## config.mk

```make
export PLATFORM = sky130hd
export DESIGN_NAME = rr_merge_2x1
export DESIGN_NICKNAME = d
export VERILOG_FILES = /design/src/rtl/rr_merge_2x1.sv
export SDC_FILE = /design/constraint.sdc
export NUM_CORES = 1
export LEC_CHECK = 0
export CAP_MARGIN = 20
export CORE_MARGIN = 2
export CORE_UTILIZATION = 38
export CTS_CLUSTER_SIZE = 40
export DETAILED_ROUTE_END_ITERATION = 6
export GPL_ROUTABILITY_DRIVEN = 0
export HOLD_SLACK_MARGIN = 0.05
export PLACE_DENSITY = 0.82
export SLEW_MARGIN = 10
export SYNTH_ARGS = -nofsm -noshare
export SYNTH_HDL_FRONTEND = slang
export SYNTH_SLANG_ARGS = --single-unit
```

## constraint.sdc

```tcl
create_clock -name clk -period 2.77 [get_ports clk]
set_input_delay 0.4155 -clock clk [delete_from_list [all_inputs] [get_ports clk]]
set_output_delay 0.4155 -clock clk [all_outputs]
set_load 0.02 [all_outputs]
```

## src/rtl/rr_merge_2x1.sv

```systemverilog
// Two-input round-robin stream merge. Each cycle the winning source is
// registered into a single-entry output buffer. Ties go to the favoured
// source, and whichever source is served hands the favour to the other.
module rr_merge_2x1 #(
    parameter int unsigned WIDTH = 8
) (
    input  logic             clk,
    input  logic             rst,

    input  logic [WIDTH-1:0] in0_data,
    input  logic             in0_valid,
    output logic             in0_ready,

    input  logic [WIDTH-1:0] in1_data,
    input  logic             in1_valid,
    output logic             in1_ready,

    output logic [WIDTH-1:0] out_data,
    output logic             out_src,
    output logic             out_valid,
    input  logic             out_ready
);

    localparam int unsigned DW = WIDTH;

    // Output buffer and round-robin priority state
    logic [DW-1:0] r_out_data;
    logic          r_out_src;
    logic          r_out_valid;
    logic          r_pri;

    // Next-state values
    logic [DW-1:0] w_out_data_nxt;
    logic          w_out_src_nxt;
    logic          w_out_valid_nxt;
    logic          w_pri_nxt;

    // Handshake decode
    logic          w_load_en;
    logic          w_grant;
    logic          w_take0;
    logic          w_take1;

    // Buffer may load when empty or draining this cycle; grant picks the
    // lone valid source, or the favoured one under contention.
    always_comb begin
        w_load_en = 1'b0;
        w_grant   = 1'b0;
        w_take0   = 1'b0;
        w_take1   = 1'b0;

        // Reset discards any concurrent transfer, so no handshake completes.
        w_load_en = !rst && (!r_out_valid || out_ready);

        if (in0_valid && in1_valid) begin
            w_grant = r_pri;
        end else if (in1_valid) begin
            w_grant = 1'b1;
        end else begin
            w_grant = 1'b0;
        end

        w_take0 = w_load_en && in0_valid && (w_grant == 1'b0);
        w_take1 = w_load_en && in1_valid && (w_grant == 1'b1);
    end

    // Next-state for the output buffer and priority
    always_comb begin
        w_out_data_nxt  = r_out_data;
        w_out_src_nxt   = r_out_src;
        w_out_valid_nxt = r_out_valid;
        w_pri_nxt       = r_pri;

        if (w_take0) begin
            w_out_data_nxt  = in0_data;
            w_out_src_nxt   = 1'b0;
            w_out_valid_nxt = 1'b1;
            w_pri_nxt       = 1'b1;
        end else if (w_take1) begin
            w_out_data_nxt  = in1_data;
            w_out_src_nxt   = 1'b1;
            w_out_valid_nxt = 1'b1;
            w_pri_nxt       = 1'b0;
        end else if (r_out_valid && out_ready) begin
            // Drain only; data and source keep their last values.
            w_out_valid_nxt = 1'b0;
        end
    end

    // State register with synchronous active-high reset
    always_ff @(posedge clk) begin
        if (rst) begin
            r_out_data  <= '0;
            r_out_src   <= 1'b0;
            r_out_valid <= 1'b0;
            r_pri       <= 1'b0;
        end else begin
            r_out_data  <= w_out_data_nxt;
            r_out_src   <= w_out_src_nxt;
            r_out_valid <= w_out_valid_nxt;
            r_pri       <= w_pri_nxt;
        end
    end

    assign in0_ready = w_take0;
    assign in1_ready = w_take1;
    assign out_data  = r_out_data;
    assign out_src   = r_out_src;
    assign out_valid = r_out_valid;

    // Handshake sanity: one winner at most, never a ready without valid,
    // and a stalled buffer stays put.
    a_one_ready: assert property (@(posedge clk) !(in0_ready && in1_ready));
    a_rdy0_vld:  assert property (@(posedge clk) in0_ready |-> in0_valid);
    a_rdy1_vld:  assert property (@(posedge clk) in1_ready |-> in1_valid);
    a_stall_hold: assert property (@(posedge clk) disable iff (rst)
        (out_valid && !out_ready) |=> (out_valid && $stable(out_data) && $stable(out_src)));

endmodule

```

* Word level (Yosys, flattened, before mapping)
Index checks and enable logic that the tools add are counted.
** Operators by class
- $add $sub $neg :: 0
- Multiply operators :: 0
- Divide/modulo/power cells :: 0
- $lt $le $gt $ge :: 0
- Equal/unequal tests :: 0
- Shift-type cells :: 0
- Mux-type cells :: 9
- Bitwise operators :: 1
- Reduce and logical (&&, ||, !) cells :: 13
** Operators with widths (number)
- 8-bit two-way mux :: 2
- 1-bit logical AND :: 7
- 1-bit two-way mux :: 7
- 3-bit nonzero test :: 1
- 1-bit logical NOT :: 2
- 2-bit nonzero test :: 1
- 2-bit OR reduction :: 1
- 1-bit logical OR :: 1
- 1-bit NOT :: 1
** Storage, ports and cells
- Bits in registers :: 11
- Bits in latches :: 0
- Memory bits (writable) :: 0
- ROM bits :: 0
- Output and inout port bits :: 12
- Memories :: 0

* Depth between registers and ports, before layout
Gate-level depths: netlist of run 1.
- Word-level depth :: 7
- Gate-level depth with buffers :: 4
- Mapped depth without buffers :: 3

* Worst setup path before layout of run 1
OpenSTA, ideal clock, no wires.
- Path kind :: in2out
- Start point :: in in1_valid
- End point :: out in0_ready
- Data arrival time :: 973 ps
- Setup slack :: 1381 ps
- Stages :: 2
- Buffers on the path :: 0
- Path through :: a21oi_2 and3_1
** On the way
- Word-level cells in the longest chain between the ends :: 4
- Elaborated cells on any way between the ends :: 5
- Those cells by class :: mux: 2; bitwise: 1; reduce/logical: 2
** Ends and longest elaborated chain
- from (decl) :: RTL line 15 : input logic in1_valid,
- 1-bit two-way mux / 1-bit logical AND (equally long branches) :: RTL line 57, 55
- 1-bit two-way mux * :: RTL line 55 : if (in0_valid && in1_valid) begin
- 1-bit NOT * :: RTL line 63 : w_take0 = w_load_en && in0_valid && (w_grant == 1'b0);
- 1-bit logical AND * :: RTL line 63
- to (decl) :: RTL line 12 : output logic in0_ready,
Mark *: on every way between the ends. The rest lies on a longest branch, timed or not.

* Worst setup path in the final report of run 1
Same ends and word-level chain as after synthesis.

==> results of run 1 <==
==> critical path, delay by kind of cell <==
family	cells	cell delay, ns
buffers and inverters	2	1.14
AOI/OAI and AO/OA	1	0.21
and+or+nand+nor	1	0.18
==> metrics by stage <==
stage	utilization	hold WS (ns)	worst slack [ns]	cell area (um^2)	power (mW)
after CTS	0.696	0.488	0.391	917	0.415
after global routing	0.696	0.502	0.322	917	0.435
after global placement	0.676	0.470	0.441	891	0.304
after floorplan	-	0.477	1.38	548	0.238
after detailed placement	0.676	0.477	0.399	891	0.306
final	0.696	0.483	0.407	917	0.410
==> metal layers <==
| layer | up-vias | wire (um) | global-route usage |
|---|---|---|---|
| met3 | 0 | 89 | 0.0388 |
| li1 | 296 | - | - |
| met5 | - | 0 | 0 |
| met1 | 231 | 556 | 0.211 |
| met4 | 0 | 0 | 0.0258 |
| met2 | 19 | 651 | 0.291 |
==> sequential cells by signal, indices dropped and copies added, names as in the netlist <==
name and cells:
out_src 1, out_data 8, r_pri 1, out_valid 1
==> layout make-up <==
class / count / area (um^2) / share of cell area
clock buffer: 4 / 26.3 / 0.0286
sequential: 11 / 220 / 0.240
timing repair buffer: 35 / 343 / 0.374
inverter: 18 / 67.6 / 0.0737
tap: 15 / 18.8 / 0.0205
multi-input combinational: 30 / 241 / 0.263
==> power breakdown <==
| group | leakage [nW] | switching, mW | internal, mW |
|---|---|---|---|
| combinational | 0.275 | 0.0543 | 0.0677 |
| sequential | 0.0912 | 0.00781 | 0.172 |
| clock | 0.0150 | 0.0522 | 0.0555 |
==> final timing paths <==
check                 start          end
hold reg to reg     out_src      out_src
setup / recovery  in1_valid    in0_ready
hold / removal      out_src      out_src
setup reg to reg      r_pri  out_data[0]
==> logic make-up (layout without fill, tap and decap cells) <==
| group | Yosys count | count (layout) | synth area share |
|---|---|---|---|
| buffers and inverters | 20 | 57 | 0.158 |
| AOI/OAI and AO/OA | 15 | 15 | 0.231 |
| and+or+nand+nor | 15 | 15 | 0.210 |
| DFF | 11 | 11 | 0.402 |
==> layout by cell type, fill, tap and decap left out <==
cell type        netlist  layout
nor2b_1                1       1
nand2b_2               2       2
buf_4                  1       3
clkdlybuf4s50_1        0      32
nand3_1                1       1
inv_2                  1       1
inv_1                 17      17
a311oi_1               1       1
o21ai_0                1       1
nand4_1                8       8
nor2_2                 1       1
clkbuf_1               0       1
o221ai_1               8       8
clkbuf_4               0       3
o21bai_4               1       1
dfxtp_1               11      11
nand4b_4               1       1
a21oi_2                1       1
a21oi_1                3       3
and3_1                 1       1
==> run summary, run 1 <==
run status = finished, final reports clean
initial antenna violation count = 0
Synth area leader = dfxtp_1
cells after synthesis = 61
fin crit period = 2.36 ns
Synth Net Count = 82
maxcap violations = 0
Pleak = 0.381 nW
layout cells sized above 1 = 0.133
vias in the first global route = 557
Initial DRT Pass Iterations = 3
placed cell count = 109
Sink Count = 11
Worst R2R Setup Slack = 1.71 ns
RSZ-0062 raised after global routing = no
Req. time, crit path = 2.35 ns
#FFs+latches synth = 11
Final setup viols = 0
area grow syn2layout = 67.4%
Crit path arrival time = 1.95 ns
DR WL/cell = 11.5 um
fin. max-slew vios = 0
Fin Setup TNS = 0 ns
Via Count = 546
CTS buffer count = 3
Synth async-reset ratio = 0
Pwr Density = 447 nW/um^2
top post-synthesis cells by area = dfxtp_1 40%, o221ai_1 13%, inv_1 12%
Worst Setup End Kind = output pin
DR iter-0 viols = 4
startpoint types = input pin
io pins = 33
Netlist Area Pre-Place = 548 um^2
Hold Vio Cnt, Final = 0
DRC Markers = 0
sequential element share of the synthesized area = 0.402
largest net degree at the start of global routing = 13
GRT Total Usage = 0.166
top cells by count, synth = 17 x inv_1, 11 x dfxtp_1, 8 x nand4_1, 8 x o221ai_1, 3 x a21oi_1
Initial Util = 0.416
crit-path cells = clkdlybuf4s50_1 -> a21oi_2 -> and3_1 -> clkdlybuf4s50_1
most frequent cell after synthesis = inv_1
f_max = 0.423 GHz
layout filler cell count = 109
slowest cell on the critical path = clkdlybuf4s50_1
number of synthesized flops with an enable pin = 0
first-pass GRT wire length = 2.33 mm
IO buf count = 32
post-cts gate resize count = 0
CTS root buffer = clkbuf_4
clk_skew = 0.00576 ns
hold_buf cts = 0
Overflow after GRT = 0
crit path max fanout = 5
n_diodes = 0
Hold Crit Class = reg -> reg
Setup Buffers After CTS = 0
Max IR drop VDD = 0.339 mV
NumNets Final = 120
fin cells = 113
mean area per synthesized cell = 8.98 um^2
CORE AREA = 1320 um^2
Worst Hold Depth = 2
DRT Wirelength = 1.30 mm
period utilization = 0.853
Final ANT Viol Nets = 0
CTS tree = built
worst slew pin tran = 0.274 ns
critical setup path kind = in -> out
Die ar. = 1760 um^2
drt via density = 4.83
worst-case reg-to-reg path depth = 3
H-tree Lvls = 1
Die X = 42.0 um
die height = 42.0 um
Netlist cell types = 18
top cell type's share of synthesized area = 0.402
YS warnings = 0
Worst path max stage delay = 0.60 ns
CP dominant cell by count = clkdlybuf4s50_1
Rows = 13
max_slew headroom = 0.817
Worst-Skew Late Latency = 0.26 ns
Reg clk slew, reported paths = 0.07 ns
ys flop type = dfxtp_1
Longest Clk Path Bufs = 2
final HPWL from detailed placement = 1.05 mm
Power figures use the tool's default switching activity.
==> run 2: changes to the inputs <==
- RECOVER_POWER: not set -> 100
==> run 2 against run 1 <==
Effect of this change: critical path depth is 1 higher; count of clock-buffer cells in the layout stayed put; highest routed layer unchanged; global-route usage stayed put; wire length is 0.23% lower; fmax is 5.6% lower; hold slack worse by 0.0012 ns; power is 2.0% lower; flip-flop and latch count stayed put.
==> run summary, run 2 (synthesis gave the netlist of run 1 again) <==
run status = finished, final reports clean
fin. max-slew vios = 0
dpl ws = 0.399 ns
Overflow after GRT = 0
worst slew pin tran = 0.457 ns
RSZ-0062 raised after global routing = no
DR WL/cell = 11.4 um
crit path max fanout = 9
commonest non-fill, non-tap cells in the layout = 19 x clkdlybuf4s50_1, 17 x inv_1, 13 x dlygate4sd3_1
f_max = 0.400 GHz
Pleak = 0.406 nW
Req. time, crit path = 2.35 ns
final HPWL from detailed placement = 1.05 mm
Rows = 13
vias in the first global route = 557
drt via density = 4.84
Largest register FFs = 8
CP dominant cell by count = dlygate4sd3_1
die height = 42.0 um
largest net degree at the start of global routing = 13
Die X = 42.0 um
Initial Util = 0.416
max_slew headroom = 0.695
Longest Clk Path Bufs = 2
CTS buffer count = 3
Fin Setup TNS = 0 ns
slowest cell on the critical path = dlygate4sd3_1
Crit path arrival time = 2.09 ns
period utilization = 0.903
Pwr Density = 442 nW/um^2
Setup Buffers After CTS = 0
crit-path cells = dlygate4sd3_1 -> nand2b_1 -> nand4b_4 -> inv_2 -> dlygate4sd3_1
Max IR drop VDD = 0.349 mV
first-pass GRT wire length = 2.33 mm
io pins = 33
H-tree Lvls = 1
Worst-Skew Late Latency = 0.26 ns
fin crit period = 2.50 ns
Worst path max stage delay = 0.66 ns
Via Count = 547
Hold Vio Cnt, Final = 0
Worst Setup End Kind = output pin
area grow syn2layout = 65.8%
layout cells sized above 1 = 0.102
CTS tree = built
Hold Crit Class = reg -> reg
post-cts gate resize count = 0
DRC Markers = 0
IO buf count = 32
post-route setup slack = 0.268 ns
NumNets Final = 120
maxcap violations = 0
Final setup viols = 0
DRT Wirelength = 1.29 mm
critical setup path kind = in -> out
Reg clk slew, reported paths = 0.07 ns
startpoint types = input pin
initial antenna violation count = 0
Sink Count = 11
CTS root buffer = clkbuf_4
Initial DRT Pass Iterations = 2
hold_buf cts = 0
clk_skew = 0.00482 ns
CORE AREA = 1320 um^2
Die ar. = 1760 um^2
commonest non-fill, non-tap cell in the layout = clkdlybuf4s50_1
Final ANT Viol Nets = 0
n_diodes = 0
DR iter-0 viols = 4
GRT Total Usage = 0.166
[run 2: cell types whose count changed in the layout (fill, tap and decap cells not counted)]
cell / previous run / this run
buf_4: 3 / 2
clkbuf_1: 1 / 2
clkdlybuf4s50_1: 32 / 19
dlygate4sd3_1: 0 / 13
nand2b_1: 0 / 1
nand2b_2: 2 / 1
nor2_1: 0 / 1
nor2_2: 1 / 0
[run 2: path summary, 6_finish.rpt]
kind	slack, ns	end	from	depth (start not counted)
worst max-delay path	0.27	in1_ready	out_ready	5
worst min-delay path	0.48	out_src	out_src	2
worst max register to register	1.42	r_pri	out_valid	4
worst min register to register	0.48	out_src	out_src	2
[run 2: area by class of cell]
| type | count | area (um^2) |
|---|---|---|
| fill | 113 | 409 |
| clock buffer | 4 | 26.3 |
| inverter | 18 | 67.6 |
| multi-input combinational | 30 | 236 |
| sequential | 11 | 220 |
| tap | 15 | 18.8 |
| timing repair buffer | 35 | 339 |
[run 2: critical path: cells and delay by family]
family / cells / cell delay (ns)
buf+inv: 3 / 1.27
simple gates: 2 / 0.39
[run 2: stage by stage]
| stage | std cells | cell area, um^2 | total power, mW | util | hold slack (ns) |
|---|---|---|---|---|---|
| floorplan | 61 | 548 | 0.238 | - | 0.477 |
| global placement | 109 | 891 | 0.304 | 0.676 | 0.470 |
| detailed placement | 109 | 891 | 0.306 | 0.676 | 0.477 |
| CTS | 113 | 917 | 0.415 | 0.696 | 0.488 |
| global route | 113 | 908 | 0.427 | 0.689 | 0.499 |
| finish | 113 | 908 | 0.402 | 0.689 | 0.482 |
[run 2: power by group]
group          total [mW]  switching (mW)  internal (mW)
Sequential          0.179         0.00707          0.172
Combinational       0.115          0.0539         0.0613
Clock               0.107          0.0518         0.0555
Total               0.402           0.113          0.289
[run 2: layer usage]
layer,global-route usage,vias to the layer above,part of all wire
li1,-,297,-
met1,0.211,231,0.43
met2,0.291,19,0.50
met3,0.0388,0,0.069
met4,0.0258,0,0
met5,0,-,0
